## config.mk

```make
export PLATFORM = sky130hd
export DESIGN_NAME = seq_detect_arbiter
export DESIGN_NICKNAME = d
export VERILOG_FILES = /design/src/rtl/seq_detect_pkg.sv /design/src/rtl/seq_match_core.sv /design/src/rtl/seq_detect_arbiter.sv
export SDC_FILE = /design/constraint.sdc
export NUM_CORES = 1
export LEC_CHECK = 0
export CAP_MARGIN = 20
export CORE_MARGIN = 5
export CORE_UTILIZATION = 45
export CTS_CLUSTER_SIZE = 20
export DETAILED_ROUTE_END_ITERATION = 6
export PLACE_DENSITY = 0.81
export SLEW_MARGIN = 15
export SYNTH_ARGS = -nofsm -noshare
export SYNTH_HDL_FRONTEND = slang
export SYNTH_HIERARCHICAL = 1
export SYNTH_SLANG_ARGS = --single-unit
```

## constraint.sdc

```tcl
create_clock -name clk -period 3.45 [get_ports clk]
set_input_delay 1.035 -clock clk [delete_from_list [all_inputs] [get_ports clk]]
set_output_delay 1.035 -clock clk [all_outputs]
set_load 0.005 [all_outputs]
```

## src/rtl/seq_detect_pkg.sv

```systemverilog
// Shared types and defaults for the seq_detect_arbiter pattern scanner.
package seq_detect_pkg;

  typedef enum logic [1:0] {
    ST_IDLE   = 2'd0,
    ST_SCAN   = 2'd1,
    ST_REPORT = 2'd2
  } state_t;

  localparam int              DEF_PAT_W   = 4;
  localparam logic [DEF_PAT_W-1:0] DEF_PATTERN = 4'b0110;

  // Width of a requester ID; never zero so a 1-requester build still has a port.
  function automatic int id_w(input int n);
    return (n > 1) ? $clog2(n) : 1;
  endfunction

endpackage

```

## src/rtl/seq_match_core.sv

```systemverilog
// Serial pattern matcher: shift window, per-frame bit counter and saturating
// overlapping-match counter. Cleared at the start of every frame.
module seq_match_core
  import seq_detect_pkg::*;
#(
  parameter int                FRAME_LEN = 16,
  parameter int                PAT_W     = DEF_PAT_W,
  parameter logic [PAT_W-1:0]  PATTERN   = DEF_PATTERN,
  parameter int                CNT_W     = 5,
  parameter int                BC_W      = $clog2(FRAME_LEN + 1)
) (
  input  logic             clk,
  input  logic             rstn,
  input  logic             i_clear,
  input  logic             i_bit_valid,
  input  logic             i_bit_in,
  output logic [CNT_W-1:0] o_count,
  output logic             o_match,
  output logic [BC_W-1:0]  o_bits
);

  localparam logic [BC_W-1:0]  MIN_BITS = BC_W'(PAT_W);
  localparam logic [CNT_W-1:0] CNT_MAX  = '1;

  logic [PAT_W-1:0] r_win;
  logic [PAT_W-1:0] w_win_nxt;
  logic [BC_W-1:0]  r_bits;
  logic [BC_W-1:0]  w_bits_nxt;
  logic [CNT_W-1:0] r_cnt;

  assign w_win_nxt  = {r_win[PAT_W-2:0], i_bit_in};
  assign w_bits_nxt = r_bits + 1'b1;

  // The bit-count guard stops the zeroed window from faking a match early in a frame.
  assign o_match = i_bit_valid && (w_win_nxt == PATTERN) && (w_bits_nxt >= MIN_BITS);

  always_ff @(posedge clk) begin
    if (!rstn || i_clear) begin
      r_win  <= '0;
      r_bits <= '0;
      r_cnt  <= '0;
    end else if (i_bit_valid) begin
      r_win  <= w_win_nxt;
      r_bits <= w_bits_nxt;
      if (o_match && (r_cnt != CNT_MAX))
        r_cnt <= r_cnt + 1'b1;
    end
  end

  assign o_count = r_cnt;
  assign o_bits  = r_bits;

endmodule

```

## src/rtl/seq_detect_arbiter.sv

```systemverilog
// Round-robin frame arbiter feeding one serial pattern matcher; reports match
// count and requester ID on a valid/ready port. Optional SEQ_MATCH_STREAM_EN
// adds match_pulse / scan_valid observation outputs.
module seq_detect_arbiter
  import seq_detect_pkg::*;
#(
  parameter int               NREQ      = 4,
  parameter int               FRAME_LEN = 16,
  parameter int               PAT_W     = DEF_PAT_W,
  parameter logic [PAT_W-1:0] PATTERN   = DEF_PATTERN,
  parameter int               CNT_W     = 5
) (
  input  logic                      clk,
  input  logic                      rstn,
  input  logic [NREQ-1:0]           req,
  input  logic [NREQ*FRAME_LEN-1:0] req_frame,
  output logic [NREQ-1:0]           gnt,
  output logic                      busy,
  output logic                      res_valid,
  input  logic                      res_ready,
  output logic [id_w(NREQ)-1:0]     res_id,
  output logic [CNT_W-1:0]          res_count
`ifdef SEQ_MATCH_STREAM_EN
  ,
  output logic                      match_pulse,
  output logic                      scan_valid
`endif
);

  localparam int ID_W = id_w(NREQ);
  localparam int BC_W = $clog2(FRAME_LEN + 1);

  state_t               r_state, w_state_nxt;
  logic [ID_W-1:0]      r_ptr;
  logic [ID_W-1:0]      r_id;
  logic [FRAME_LEN-1:0] r_frame;

  logic                 w_any;
  logic [ID_W-1:0]      w_win_id;
  logic [ID_W-1:0]      w_idx;
  logic [FRAME_LEN-1:0] w_frame_sel;
  logic                 w_grant;
  logic                 w_scan;
  logic                 w_last;
  logic                 w_match;
  logic [CNT_W-1:0]     w_count;
  logic [BC_W-1:0]      w_bits;

  // First requester strictly after the pointer, wrapping; the pointer itself is checked last.
  always_comb begin
    w_any    = 1'b0;
    w_win_id = '0;
    w_idx    = '0;
    for (int k = 1; k <= NREQ; k++) begin
      w_idx = ID_W'((int'(r_ptr) + k) % NREQ);
      if (!w_any && req[w_idx]) begin
        w_any    = 1'b1;
        w_win_id = w_idx;
      end
    end
  end

  always_comb begin
    w_frame_sel = '0;
    for (int i = 0; i < NREQ; i++)
      if (w_win_id == ID_W'(i))
        w_frame_sel = req_frame[i*FRAME_LEN +: FRAME_LEN];
  end

  assign w_grant = (r_state == ST_IDLE) && w_any;
  assign w_scan  = (r_state == ST_SCAN);
  assign w_last  = w_scan && (w_bits == BC_W'(FRAME_LEN - 1));

  // FSM: state register
  always_ff @(posedge clk) begin
    if (!rstn) r_state <= ST_IDLE;
    else       r_state <= w_state_nxt;
  end

  // FSM: next state
  always_comb begin
    w_state_nxt = r_state;
    case (r_state)
      ST_IDLE:   if (w_any)     w_state_nxt = ST_SCAN;
      ST_SCAN:   if (w_last)    w_state_nxt = ST_REPORT;
      ST_REPORT: if (res_ready) w_state_nxt = ST_IDLE;
      default:                  w_state_nxt = ST_IDLE;
    endcase
  end

  // FSM: outputs; gnt is masked during reset so no frame is handed off unseen.
  always_comb begin
    gnt       = '0;
    busy      = (r_state != ST_IDLE);
    res_valid = (r_state == ST_REPORT);
    if (w_grant && rstn)
      gnt[w_win_id] = 1'b1;
  end

  always_ff @(posedge clk) begin
    if (!rstn) begin
      r_frame <= '0;
      r_ptr   <= ID_W'(NREQ - 1);
      r_id    <= '0;
    end else if (w_grant) begin
      r_frame <= w_frame_sel;
      r_ptr   <= w_win_id;
      r_id    <= w_win_id;
    end else if (w_scan) begin
      r_frame <= {r_frame[FRAME_LEN-2:0], 1'b0};
    end
  end

  seq_match_core #(
    .FRAME_LEN (FRAME_LEN),
    .PAT_W     (PAT_W),
    .PATTERN   (PATTERN),
    .CNT_W     (CNT_W),
    .BC_W      (BC_W)
  ) u_core (
    .clk         (clk),
    .rstn        (rstn),
    .i_clear     (w_grant),
    .i_bit_valid (w_scan),
    .i_bit_in    (r_frame[FRAME_LEN-1]),
    .o_count     (w_count),
    .o_match     (w_match),
    .o_bits      (w_bits)
  );

  assign res_id    = r_id;
  assign res_count = w_count;

`ifdef SEQ_MATCH_STREAM_EN
  assign match_pulse = w_match;
  assign scan_valid  = w_scan;
`else
  logic w_unused;
  assign w_unused = w_match;
`endif

endmodule

```

[Word-level counts from Yosys, hierarchy flattened]
Cells that the tools add are included.
Word-level totals
  flip-flop bits (word level): 35
  input port bits: 71
Operators by class
  add/subtract/negate cells: 6
  magnitude comparators: 7
  equality and inequality tests: 11
  multiplexer cells: 29
  reductions and logical operators: 21
Operators by type and width (count)
  two-way mux 16 bit: 6
  < comparator 2 x 3 -> 1 bit, second input constant: 5
  two-way mux 2 bit: 7
  adder 5 x 1 -> 5 bit, second input constant: 2
  logical AND 1 bit: 10
  two-way mux 1 bit: 9
  binary-select mux 1 bit (select 2 bit): 4
  equality test 2 bit, second input constant: 3
  one-hot mux 2 bit (3 select lines): 1
  equality test 5 x 4 -> 1 bit, second input constant: 1
  greater-or-equal comparator 5 x 3 -> 1 bit, second input constant: 1
  != test 5 bit, second input constant: 1
  adder 2 x 1 -> 2 bit, second input constant: 2
  adder 2 bit, second input constant: 2
  equality test 2 x 1 -> 1 bit, second input constant: 2
  equality test 4 x 3 -> 1 bit, second input constant: 1
  zero test 1 bit: 4
  zero test 2 bit: 2
  two-way mux 4 bit: 1
  != test 2 bit, second input constant: 2
  nonzero test 2 bit: 2
  AND reduction 3 bit: 1
  demux 1 bit (select 2 bit): 1
  greater-or-equal comparator 2 x 1 -> 1 bit, second input constant: 1
  3 further kinds: 3

[Logic depth before layout (Yosys ltp)]
  depth in word-level cells: 19
  mapped depth: 9
  depth with buffers taken out: 8

[Hierarchy]
Netlist, hierarchy kept.
By module, submodules not included
  seq_detect_arbiter: times used 1, cells each 176, area an instance 1595.3 um2, sequential area each 440.4 um2
  seq_match_core: times used 1, cells each 68, area an instance 651.9 um2, sequential area each 260.2 um2

[Worst setup path after synthesis]
OpenSTA, ideal clock, no wires.
  path type: input-to-output
  from: input port req[3]
  to: output port gnt[1]
  arrival: 2144 ps
  slack: 271 ps
  stages: 7
  cells stage by stage: buf_4 > nor4_2 > or2_4 > inv_4 > and2_4 > buf_6 > and3_1
Between the ends
  elaborated cells on any way between the ends: 30
  classes of those cells: 2 x order compare; 19 x mux; 9 x reduce/logical
RTL lines
  start: declaration: RTL line seq_detect_arbiter.sv:15  | input logic [NREQ-1:0] req,
  binary-select mux 1 bit (select 2 bit): RTL line seq_detect_arbiter.sv:56  | if (!w_any && req[w_idx]) begin
  two-way mux 1 bit (implied by the code): RTL line seq_detect_arbiter.sv:56
  two-way mux 1 bit: RTL line seq_detect_arbiter.sv:56
  zero test 1 bit: RTL line seq_detect_arbiter.sv:56
  logical AND 1 bit: RTL line seq_detect_arbiter.sv:56
  two-way mux 1 bit: RTL line seq_detect_arbiter.sv:56
  zero test 1 bit: RTL line seq_detect_arbiter.sv:56
  logical AND 1 bit: RTL line seq_detect_arbiter.sv:56
  two-way mux 1 bit: RTL line seq_detect_arbiter.sv:56
  zero test 1 bit: RTL line seq_detect_arbiter.sv:56
  logical AND 1 bit: RTL line seq_detect_arbiter.sv:56
  two-way mux 1 bit *: RTL line seq_detect_arbiter.sv:56
  logical AND 1 bit *: RTL line seq_detect_arbiter.sv:70  | assign w_grant = (r_state == ST_IDLE) && w_any;
  named net w_grant: RTL line seq_detect_arbiter.sv:42  | logic w_grant;
  logical AND 1 bit *: RTL line seq_detect_arbiter.sv:96  | if (w_grant && rstn)
  two-way mux 4 bit *: RTL line seq_detect_arbiter.sv:96
  end: declaration: RTL line seq_detect_arbiter.sv:17  | output logic [NREQ-1:0] gnt,
The timed path passes the listed nets; every way through them passes the cells marked *. The select of a mux whose other input is x is not followed.

[Final worst setup path]
  from: input port req[1]
  to: output port gnt[1]
Same word-level chain as after synthesis.

==> out/qor_table.md <==
| Metric | This run | Unit |
|---|---|---|
| Setup-violating endpoint count in the final report | 0 | - |
| Die Y | 80.4 | um |
| CTS clock-pin slew for the worst setup and hold paths | 0.07 | ns |
| Fin crit share | 98.2 | % |
| Fill cell instance count of the final layout | 381 | - |
| Sink Count | 35 | - |
| Final Hold Fails | 0 | - |
| Comb power frac | 29.7 | % |
| Floorplan die area | 0.00646 | sq mm |
| Required time of the critical path | 2.41 | ns |
| Wire length of the first global-routing pass | 10200 | um |
| Share of post-route cells with drive strength above 1 | 16.6 | % |
| Power Density | 356 | mW/mm^2 |
| Clock Skews | 0.00623 | ns |
| Worst R2R Setup Slack | 1.30 | ns |
| Die Width | 80.4 | um |
| DRC violation count after routing | 0 | - |
| Number of iterations in the first detailed-routing pass | 4 | - |
| GRT Resource Usage Total | 19.9 | % |
| Total power | 1.20 | mW |
| Classification of the worst-slack hold path | flip-flop to flip-flop | - |
| Average via count per standard cell | 5.45 | - |
| Peak VDD IR | 0.177 | mV |
| Sw Ratio | 28.7 | % |
| Syn-to-layout area delta | 50.7 | % |
| Portion of total power attributed to the clock network | 31.3 | % |
| Worst endpoint data arrival time | 2.35 | ns |
| Worst path most repeated cell | sky130_fd_sc_hd__dlygate4sd2_1 | - |
| Core Util, Final | 70.6 | % |
| Normalized max-slew margin | 69.7 | % |
| Antenna violations before repair | 0 | - |
| Insertion delay of the later-clocked pin in the worst-skew pair | 0.29 | ns |
| TritonCTS buffer count | 5 | - |
| Leakage power | 1.29 | nW |
| H-tree depth | 2 | - |
| Routed Antenna Nets | 0 | - |
| Cell internal power dissipation | 0.852 | mW |
| Total of buffers placed on input and output ports | 83 | - |
| Number of primary I/O pins | 84 | - |
| Peak clock frequency supported by timing | 0.295 | GHz |
| Setup crit end kind | output port | - |
| CP Cell Sequence | dlygate4sd2_1 > nor4_4 > or2_4 > inv_4 > and2_4 > and3_1 > dlygate4sd2_1 | - |
| Category of the worst setup path launch point | primary input | - |
| Number of global-route vias before repair | 2184 | - |
| Final critical-path required period | 3.39 | ns |
| Portion of total power attributed to sequential cells | 39.1 | % |
| Pin count of the biggest net entering global routing | 24 | - |
| Buffer cell driving the clock tree root | sky130_fd_sc_hd__clkbuf_8 | - |
| DP Cell Count | 402 | - |
| Core area | 0.00475 | sq mm |
| Largest delay share family, worst path | simple AND/OR/NAND/NOR gates | - |
| DP Wirelength | 5140 | um |
| Finished Layout Cells | 411 | - |
| Synthesized Nets | 316 | - |
| Wire length after detailed routing | 6430 | um |
| Delay of the slowest cell on the worst path | 0.28 | ns |
| Count of final max-slew check failures | 0 | - |
| Largest fanout of any net on the critical path | 4 | - |
| Buf+Inv Stages, Crit Path | 3 | - |
| Number of diodes | 0 | - |
| Synth Warn # | 6 | - |
| Mean instance size in the synthesized netlist | 9.25 | sq um |
| Via total after detailed routing | 2239 | - |
| Final-stage net count | 418 | - |
| Outcome | finished clean | - |
| Maximum count of clock buffers along a single path | 2 | - |
| Gate count after technology mapping | 241 | - |
| Initial core utilization | 46.9 | % |
| Net Switching | 0.343 | mW |
| Cell area after synthesis | 0.00223 | sq mm |
| Remaining global-route overflow | 0 | - |
| Initial DRC count | 151 | - |
| Final weighted congestion in routability-driven placement | 0.906 | - |
| Slowest cell on the critical path | sky130_fd_sc_hd__dlygate4sd2_1 | - |
| Std-Cell Rows | 25 | - |
| Crit Path Class | primary input to output port | - |
| Final routed wire length divided by cell count | 15.6 | um |
| Max-cap check violation count | 0 | - |
| Clock tree from TritonCTS | built | - |
| Actual transition at the worst max-transition pin | 0.455 | ns |
## cells in the final DEF (no fill, tap or decap), drive strengths merged, types with 8 or more instances in the layout
master and count:
a22o 8, o21ai 17, dlygate4sd2 8, nor2 24
dfxtp 35, mux2i 13, o221ai 16, nand2b 11
clkdlybuf4s50 75, and4 9, a211oi 10, nand2 13
buf 24
## cell type report
type                            instances  area (sq um)  share of cell area [%]
Clock buffer                            5          68.8                    2.05
Clock inverter                          3          43.8                    1.30
Inverter                                7          28.8                   0.857
Multi-Input combinational cell        187          1430                    42.6
Sequential cell                        35           701                    20.9
Tap cell                               67          83.8                    2.50
Timing Repair Buffer                  107          1000                    29.8
## flip-flops by register name, summed over array words and instances, names as in the netlist
signal and flops:
r_state 2, u_core/r_win 3, u_core/o_bits 5, res_id 2, r_ptr 2, u_core/o_count 5, r_frame 16
## power by group through the flow
stage | Combinational (mW) | Sequential (mW) | Clock, mW
3_5_place_dp | 0.353 | 0.475 | 0
4_1_cts | 0.352 | 0.466 | 0.377
2_1_floorplan | 0.196 | 0.466 | 0
5_1_grt | 0.384 | 0.470 | 0.395
3_3_place_gp | 0.344 | 0.474 | 0
6_report | 0.354 | 0.467 | 0.374
## worst register-to-register path: cells and delay by family, from the launching register on
| family | cells | cell delay, ns |
|---|---|---|
| simple gates | 3 | 0.69 |
| compound gates | 2 | 0.34 |
| buf+inv | 1 | 0.35 |
| mux | 1 | 0.32 |
| flops | 1 | 0.35 |
## per-stage QoR
stage	hold WS (ns)	worst slack [ns]	cell area [sq um]	setup TNS [ns]
2_1_floorplan	0.441	0.271	2230	0
3_3_place_gp	0.444	-0.385	3240	-1.36
3_5_place_dp	0.452	-0.410	3240	-1.36
4_1_cts	0.463	0.0434	3340	0
5_1_grt	0.502	-0.00346	3360	-0.00346
6_report	0.461	0.0629	3360	0
## layer usage
| layer | global-route usage (%) | part of all wire, % | vias up |
|---|---|---|---|
| li1 | - | - | 1131 |
| met1 | 25.5 | 42 | 1027 |
| met2 | 34.9 | 51 | 74 |
| met3 | 3.70 | 6.4 | 7 |
| met4 | 3.55 | 0.58 | 0 |
| met5 | 0 | 0 | - |
## worst paths after layout
path	start	endpoint	cells after the start
setup / recovery	req[1]	gnt[1]	7
hold / removal	res_id[1]	res_id[1]	2
setup reg to reg	r_state[1]	u_core/o_count[3]	7
hold reg to reg	res_id[1]	res_id[1]	2
## timing repair
item,4_1_cts,5_1_grt
endpoints found under the setup margin,4,1
hold buffers,0,0
buffers inserted,0,1
gates resized for setup,9,1
pin swaps,2,1
No activity file was read; power rests on OpenSTA's default activity.
